===== config.mk =====
export PLATFORM = sky130hd
export DESIGN_NAME = hdmi_line_fetcher
export DESIGN_NICKNAME = d
export VERILOG_FILES = /design/src/rtl/hdmi_pkg.sv /design/src/rtl/hdmi_line_fetcher.sv
export SDC_FILE = /design/constraint.sdc
export NUM_CORES = 1
export LEC_CHECK = 0
export CORE_ASPECT_RATIO = 0.8
export CORE_MARGIN = 3
export CORE_UTILIZATION = 40
export CTS_CLUSTER_SIZE = 25
export DETAILED_ROUTE_END_ITERATION = 10
export PLACE_DENSITY_LB_ADDON = 0.2
export SLEW_MARGIN = 20
export SYNTH_ARGS = -nofsm -noshare
export SYNTH_HDL_FRONTEND = slang
export SYNTH_SLANG_ARGS = --single-unit

===== constraint.sdc =====
create_clock -name clk -period 4.05 [get_ports clk]
set_input_delay 1.215 -clock clk [delete_from_list [all_inputs] [get_ports clk]]
set_output_delay 1.215 -clock clk [all_outputs]
set_load 0.05 [all_outputs]

===== src/rtl/hdmi_pkg.sv =====
// Shared video constants and fetch FSM encoding for the HDMI line fetcher.
//   HACTIVE / VACTIVE : active pixels per line / active lines per frame
//   fetch_state_t     : IDLE (waiting for a request), ISSUE (sending read
//                       bursts), DRAIN (all bursts sent, waiting for the
//                       last beat of the line)
package hdmi_pkg;
  localparam int HACTIVE = 1280;
  localparam int VACTIVE = 720;

  typedef enum logic [1:0] {IDLE, ISSUE, DRAIN} fetch_state_t;
endpackage


===== src/rtl/hdmi_line_fetcher.sv =====
// Avalon-MM burst read master that fetches one video line per request from
// the frame buffer and streams it out as one Avalon-ST packet (SOP/EOP).
// Ports:
//   clk, reset                 system clock, synchronous active-high reset
//   line_request_i             pulse: fetch the next line
//   frame_sync_i               pulse: next line fetched is line 0
//   frame_base_i/_valid_i      frame base, takes effect at the next line 0
//   avm_*                      Avalon-MM read master (address, read,
//                              burstcount, waitrequest, readdata(valid))
//   aso_src_*                  Avalon-ST source, no backpressure
//   busy_o                     line fetch in progress
//   overrun_o                  sticky: request arrived while busy
module hdmi_line_fetcher
  import hdmi_pkg::*;
#(
  parameter int DATA_WIDTH  = 32,
  parameter int ADDR_WIDTH  = 32,
  parameter int LINE_PIXELS = HACTIVE,
  parameter int FRAME_LINES = VACTIVE,
  parameter int BURST_LEN   = 64,
  parameter int LINE_STRIDE = 5120,
  parameter int MAX_PENDING = 4
) (
  input  logic                         clk,
  input  logic                         reset,
  input  logic                         line_request_i,
  input  logic                         frame_sync_i,
  input  logic [ADDR_WIDTH-1:0]        frame_base_i,
  input  logic                         frame_base_valid_i,
  output logic [ADDR_WIDTH-1:0]        avm_address_o,
  output logic                         avm_read_o,
  output logic [$clog2(BURST_LEN):0]   avm_burstcount_o,
  input  logic                         avm_waitrequest_i,
  input  logic [DATA_WIDTH-1:0]        avm_readdata_i,
  input  logic                         avm_readdatavalid_i,
  output logic                         aso_src_valid_o,
  output logic [DATA_WIDTH-1:0]        aso_src_data_o,
  output logic                         aso_src_startofpacket_o,
  output logic                         aso_src_endofpacket_o,
  output logic                         busy_o,
  output logic                         overrun_o
);
  localparam int BCW = $clog2(BURST_LEN) + 1;
  localparam int PXW = $clog2(LINE_PIXELS + 1);
  localparam int LIW = $clog2(FRAME_LINES + 1);
  localparam int PDW = $clog2(MAX_PENDING + 1);
  localparam int BBW = $clog2(BURST_LEN + 1);

  fetch_state_t          state_q, state_d;
  logic [LIW-1:0]        line_idx_q, line_idx_d;
  logic [ADDR_WIDTH-1:0] base_q, base_d;
  logic [ADDR_WIDTH-1:0] shadow_q, shadow_d;
  logic                  sync_pend_q, sync_pend_d;
  logic [ADDR_WIDTH-1:0] addr_q, addr_d;
  logic [PXW-1:0]        words_left_q, words_left_d;  // words not yet requested
  logic [PDW-1:0]        pending_q, pending_d;
  logic [PXW-1:0]        rx_cnt_q, rx_cnt_d;          // beats received this line
  logic [BBW-1:0]        bbeat_q, bbeat_d;            // beat index inside current burst
  logic                  out_vld_q, sop_q, eop_q, overrun_q;
  logic [DATA_WIDTH-1:0] out_data_q;

  logic [BCW-1:0] burst_cnt;
  logic           rd, acc, beat_ok, burst_last;

  // Full bursts until the tail; burstcount is 0 outside ISSUE since words_left is 0.
  always_comb begin
    if (int'(words_left_q) >= BURST_LEN) burst_cnt = BCW'(BURST_LEN);
    else                                 burst_cnt = BCW'(words_left_q);
  end

  // read depends only on state and pending, and pending cannot rise while a
  // command is stalled, so the command stays asserted through waitrequest.
  assign rd         = (state_q == ISSUE) && (pending_q != PDW'(MAX_PENDING));
  assign acc        = rd && !avm_waitrequest_i;
  // Beats are only taken while a line is active; stale beats are dropped.
  assign beat_ok    = avm_readdatavalid_i && (state_q != IDLE) &&
                      (rx_cnt_q != PXW'(LINE_PIXELS));
  assign burst_last = beat_ok && ((bbeat_q == BBW'(BURST_LEN - 1)) ||
                                  (rx_cnt_q == PXW'(LINE_PIXELS - 1)));

  always_comb begin
    state_d      = state_q;
    line_idx_d   = line_idx_q;
    base_d       = base_q;
    shadow_d     = shadow_q;
    sync_pend_d  = sync_pend_q;
    addr_d       = addr_q;
    words_left_d = words_left_q;
    rx_cnt_d     = rx_cnt_q;
    bbeat_d      = bbeat_q;
    pending_d    = pending_q + PDW'(acc) - PDW'(burst_last);

    if (frame_base_valid_i) shadow_d = frame_base_i;
    if (frame_sync_i)       sync_pend_d = 1'b1;

    if (beat_ok) begin
      rx_cnt_d = rx_cnt_q + PXW'(1);
      bbeat_d  = burst_last ? '0 : bbeat_q + BBW'(1);
    end

    unique case (state_q)
      IDLE: if (line_request_i) begin
        state_d      = ISSUE;
        words_left_d = PXW'(LINE_PIXELS);
        rx_cnt_d     = '0;
        bbeat_d      = '0;
        sync_pend_d  = 1'b0;
        // A pending (or simultaneous) frame sync restarts the frame here.
        if (sync_pend_q || frame_sync_i) begin
          line_idx_d = '0;
          base_d     = shadow_q;
          addr_d     = shadow_q;
        end else begin
          addr_d = base_q + ADDR_WIDTH'(line_idx_q) * ADDR_WIDTH'(LINE_STRIDE);
        end
      end
      ISSUE: if (acc) begin
        addr_d       = addr_q + ADDR_WIDTH'(burst_cnt) * ADDR_WIDTH'(DATA_WIDTH / 8);
        words_left_d = words_left_q - PXW'(burst_cnt);
        if (words_left_q == PXW'(burst_cnt)) state_d = DRAIN;
      end
      DRAIN: if (eop_q) begin
        state_d = IDLE;
        if (line_idx_q == LIW'(FRAME_LINES - 1)) begin
          line_idx_d = '0;
          base_d     = shadow_q;
        end else begin
          line_idx_d = line_idx_q + LIW'(1);
        end
      end
      default: state_d = IDLE;
    endcase
  end

  always_ff @(posedge clk) begin
    if (reset) begin
      state_q      <= IDLE;
      line_idx_q   <= '0;
      base_q       <= '0;
      shadow_q     <= '0;
      sync_pend_q  <= 1'b0;
      addr_q       <= '0;
      words_left_q <= '0;
      pending_q    <= '0;
      rx_cnt_q     <= '0;
      bbeat_q      <= '0;
      out_vld_q    <= 1'b0;
      out_data_q   <= '0;
      sop_q        <= 1'b0;
      eop_q        <= 1'b0;
      overrun_q    <= 1'b0;
    end else begin
      state_q      <= state_d;
      line_idx_q   <= line_idx_d;
      base_q       <= base_d;
      shadow_q     <= shadow_d;
      sync_pend_q  <= sync_pend_d;
      addr_q       <= addr_d;
      words_left_q <= words_left_d;
      pending_q    <= pending_d;
      rx_cnt_q     <= rx_cnt_d;
      bbeat_q      <= bbeat_d;
      out_vld_q    <= beat_ok;
      out_data_q   <= avm_readdata_i;
      sop_q        <= beat_ok && (rx_cnt_q == '0);
      eop_q        <= beat_ok && (rx_cnt_q == PXW'(LINE_PIXELS - 1));
      if (line_request_i && (state_q != IDLE)) overrun_q <= 1'b1;
    end
  end

  assign avm_address_o           = addr_q;
  assign avm_read_o              = rd;
  assign avm_burstcount_o        = burst_cnt;
  assign aso_src_valid_o         = out_vld_q;
  assign aso_src_data_o          = out_data_q;
  assign aso_src_startofpacket_o = sop_q;
  assign aso_src_endofpacket_o   = eop_q;
  assign busy_o                  = (state_q != IDLE);
  assign overrun_o               = overrun_q;
endmodule


==> key figures <==
Outcome
  • Status: completed

Critical path
  • CP startpoint kind: register
  • Worst EP arrival: 4160 ps
  • Req. time, crit path: 4390 ps
  • Crit end category: register
  • CP Max Fanout: 7
  • CP Class: reg -> reg

Routing
  • Total iterations of the first detailed-routing run: 5
  • Routed wl met2: 10.5 mm
  • Vias per inst: ~5.4
  • Initial DRC count: 572
  • Met3 WL: 1.83 mm
  • WL/cell: 16.5 microns
  • Routed Antenna Nets: 0
  • Top sig layer: met4
  • Vias: 7979
  • Met1 wire length: 11.9 mm
  • Drt drc: 0
  • Detailed Route WL: 24.5 mm

Yosys
  • Syn avg cell area: 8.22 sq um
  • Mapped Area: slightly below 0.009 sq mm
  • Post-synth EDFFs: 0
  • Compound-Gate Fraction of Synth Area: 0.160
  • Main synth FF type: dfxtp_1
  • Sequential area share after synthesis: 0.404
  • Warnings from Yosys: 0
  • Xor/xnor cell area share of the yosys netlist: 0.0479
  • Mapped Cells: between 1000 and 1500
  • Post-Synth Adder-Cell Area: 0.0733
  • Seq cells post-synth: 177
  • Library cells used by synthesis: 65
  • Post-synth ARST share: 0
  • Mux share of post-synthesis cell area: 0.0399
  • Largest family of logic cells by synthesized area: simple AND/OR/NAND/NOR gates
  • Simple-gate share of the synthesized area: 0.239
  • Syn nets: 1187

Clocking
  • Clk Latency, worst-skew pair: 430 ps
  • Postcts setup bufs: 0
  • CTS tree: yes
  • Htree depth: 4
  • Reg clk slew, reported paths: 70 ps
  • Clk root buf: clkbuf_16
  • Max Buffers Root-to-Sink: 2
  • Clock sink total: 177
  • TritonCTS Buffers: 17
  • Post-CTS Hold Buffers: 0

Placement
  • Post-Place Cell Area: 0.0106 sq mm
  • Placer Congestion: 0.860
  • I/O Buffers: 147
  • Dpl hpwl: roughly 18 mm

Power
  • Part of the power in combinational logic: 0.196
  • Static Leak: 4.39 nW
  • Sequential Power Share: 0.428
  • Switch Pwr: 1.39 mW
  • Internal power: 3.08 mW
  • Pwr per Cell Area: 400 mW/mm^2
  • PnR Total Power: 4.48 mW
  • Switching share of power: 0.311
  • Maximum vdd ir drop: approximately 240 uV
  • Clk network pwr share: 0.375

Floorplanning
  • Die area: approximately 0.024 sq mm
  • Row count: 47
  • Ports: roughly 150
  • Effective utilization at floorplan: 0.415
  • Die W: between 150 and 200 microns
  • Core area: 0.0211 sq mm
  • Die height: 138 microns

Final layout
  • Area grow syn2layout: 27.7%
  • Layout Nets: 1326
  • Final core occ: 0.530
  • Layout cells sized above 1: 0.0599
  • Fill count: roughly 2000
  • Final non-filler cell area: 0.0112 sq mm
  • Diodes inserted: 0

Global routing
  • Total Routing Usage GR: 0.206
  • First-pass GRT wire length: between 30 and 40 mm
  • Vias in the first global route: 7280
  • Gr ovfl total: 0
  • Largest net degree at the start of global routing: 78
  • Initial antenna violation count: 0

Run
  • Max Cap Viol: 0

Timing
  • Slew Limit Fails: 0
  • Skew final: between 10 and 15 ps
  • Final worst-path cycle share: 0.943
  • Achievable Freq: 262 MHz
  • Worst-Margin Slew: 1050 ps
  • Final setup viols: 0
  • Shortest period the worst path allows: 3820 ps
  • Endpoints failing hold: 0
  • Rel. slew slack: 0.299

Hold path
  • Hold Path Class: reg -> reg
[through the flow]
stage	std cells	setup WS (ps)	hold WS, ps	setup TNS [ps]
3_3_place_gp	1456	136	423	0
5_1_grt	1488	-6.11	459	-6.11
4_1_cts	1488	43.7	459	0
2_1_floorplan	1067	331	412	0
3_5_place_dp	1456	89.5	445	0
6_report	1488	232	457	0
[synthesized netlist by cell type, types with 7 or more instances]
library cell  instances  area share
dfxtp_1             177        0.40
nand2_1             169       0.072
nor2_1              110       0.047
a21oi_1             103       0.059
ha_1                 45       0.064
clkbuf_1             36       0.015
nor2b_1              36       0.026
mux2i_1              35       0.040
o21ai_0              35       0.020
nand3_1              30       0.017
xor2_1               30       0.030
nor3_1               23       0.013
inv_1                20      0.0086
xnor2_1              18       0.018
nand4_1              17       0.012
a211oi_1             13       0.011
and2_1               13      0.0093
buf_1                10      0.0043
o211ai_1             10      0.0086
and3_1                9      0.0064
nand2b_1              9      0.0064
nor4_1                9      0.0064
a31oi_1               7      0.0050
o21ai_1               7      0.0040
[critical path, cell delays in order, from the launching register on]
cell	delay, ps
dfxtp_2	360
ha_1	310
ha_1	290
a21o_1	200
a21oi_2	170
o21bai_1	80
a21oi_1	210
o21ai_0	180
xor2_1	180
ha_2	410
nand2_1	70
o21a_1	180
o21ai_1	250
o2bb2ai_4	170
nand2_1	100
or3_1	310
a311oi_1	250
[sequential cells by signal, summed over array words and instances (netlist names)]
signal                   flops
shadow_q                    32
sync_pend_q                  1
aso_src_valid_o              1
aso_src_startofpacket_o      1
rx_cnt_q                    11
aso_src_endofpacket_o        1
line_idx_q                  10
words_left_q                11
pending_q                    3
avm_address_o               32
state_q                      2
base_q                      32
bbeat_q                      7
overrun_o                    1
aso_src_data_o              32
[final timing paths]
kind,start,end,slack [ps],cells after the start
setup reg to reg,line_idx_q[2]$_SDFFE_PP0P_,avm_address_o[29]$_SDFFE_PP0P_,230,16
hold reg to reg,base_q[8]$_SDFFE_PP0P_,base_q[8]$_SDFFE_PP0P_,460,2
setup / recovery,line_idx_q[2]$_SDFFE_PP0P_,avm_address_o[29]$_SDFFE_PP0P_,230,16
hold / removal,base_q[8]$_SDFFE_PP0P_,base_q[8]$_SDFFE_PP0P_,460,2
[layout by cell type, fill, tap and decap left out, types with 23 or more instances in the layout]
cell type,count
a21oi_1,102
buf_4,25
clkdlybuf4s50_1,140
dfxtp_1,176
ha_1,44
mux2i_1,35
nand2_1,169
nand3_1,30
nor2_1,109
nor2b_1,36
nor3_1,23
o21ai_0,33
xor2_1,30
[cell type report]
class / count / area [sq um] / area share
Multi-Input combinational cell: 814 / 4950 / 0.442
Clock buffer: 18 / 429 / 0.0383
Sequential cell: 177 / 3540 / 0.317
Tap cell: 269 / 337 / 0.0301
Clock inverter: 14 / 166 / 0.0149
Inverter: 24 / 95.1 / 0.00849
Timing Repair Buffer: 172 / 1680 / 0.150
[power groups by stage]
stage	combinational [mW]	clock (mW)	sequential, mW
2_1_floorplan	0.431	0	2.08
3_3_place_gp	0.867	0	1.96
3_5_place_dp	0.874	0	1.96
4_1_cts	0.880	1.73	1.92
5_1_grt	0.947	1.80	1.93
6_report	0.879	1.68	1.92
[routing by layer]
metal / up-vias / GRT usage
met5: - / 0
met4: 0 / 0.0521
met3: 20 / 0.0491
met2: 275 / 0.297
met1: 3669 / 0.308
li1: 4015 / -
[timing repair]
| action | in CTS | in global routing |
|---|---|---|
| endpoints found under the hold margin | 0 | 0 |
| resized for setup | 0 | 13 |
| setup endpoints to repair | 0 | 13 |
[kinds of logic (layout without fill, tap and decap cells)]
family                     Yosys count  count (layout)
muxes                               35              35
DFF                                177             177
other                                1               1
AOI/OAI and AO/OA                  229             229
buffers and inverters               76             228
xor gates and xnor gates            48              48
adders and majority gates           49              49
and+or+nand+nor                    452             452
(Power assumes the default switching activity.)
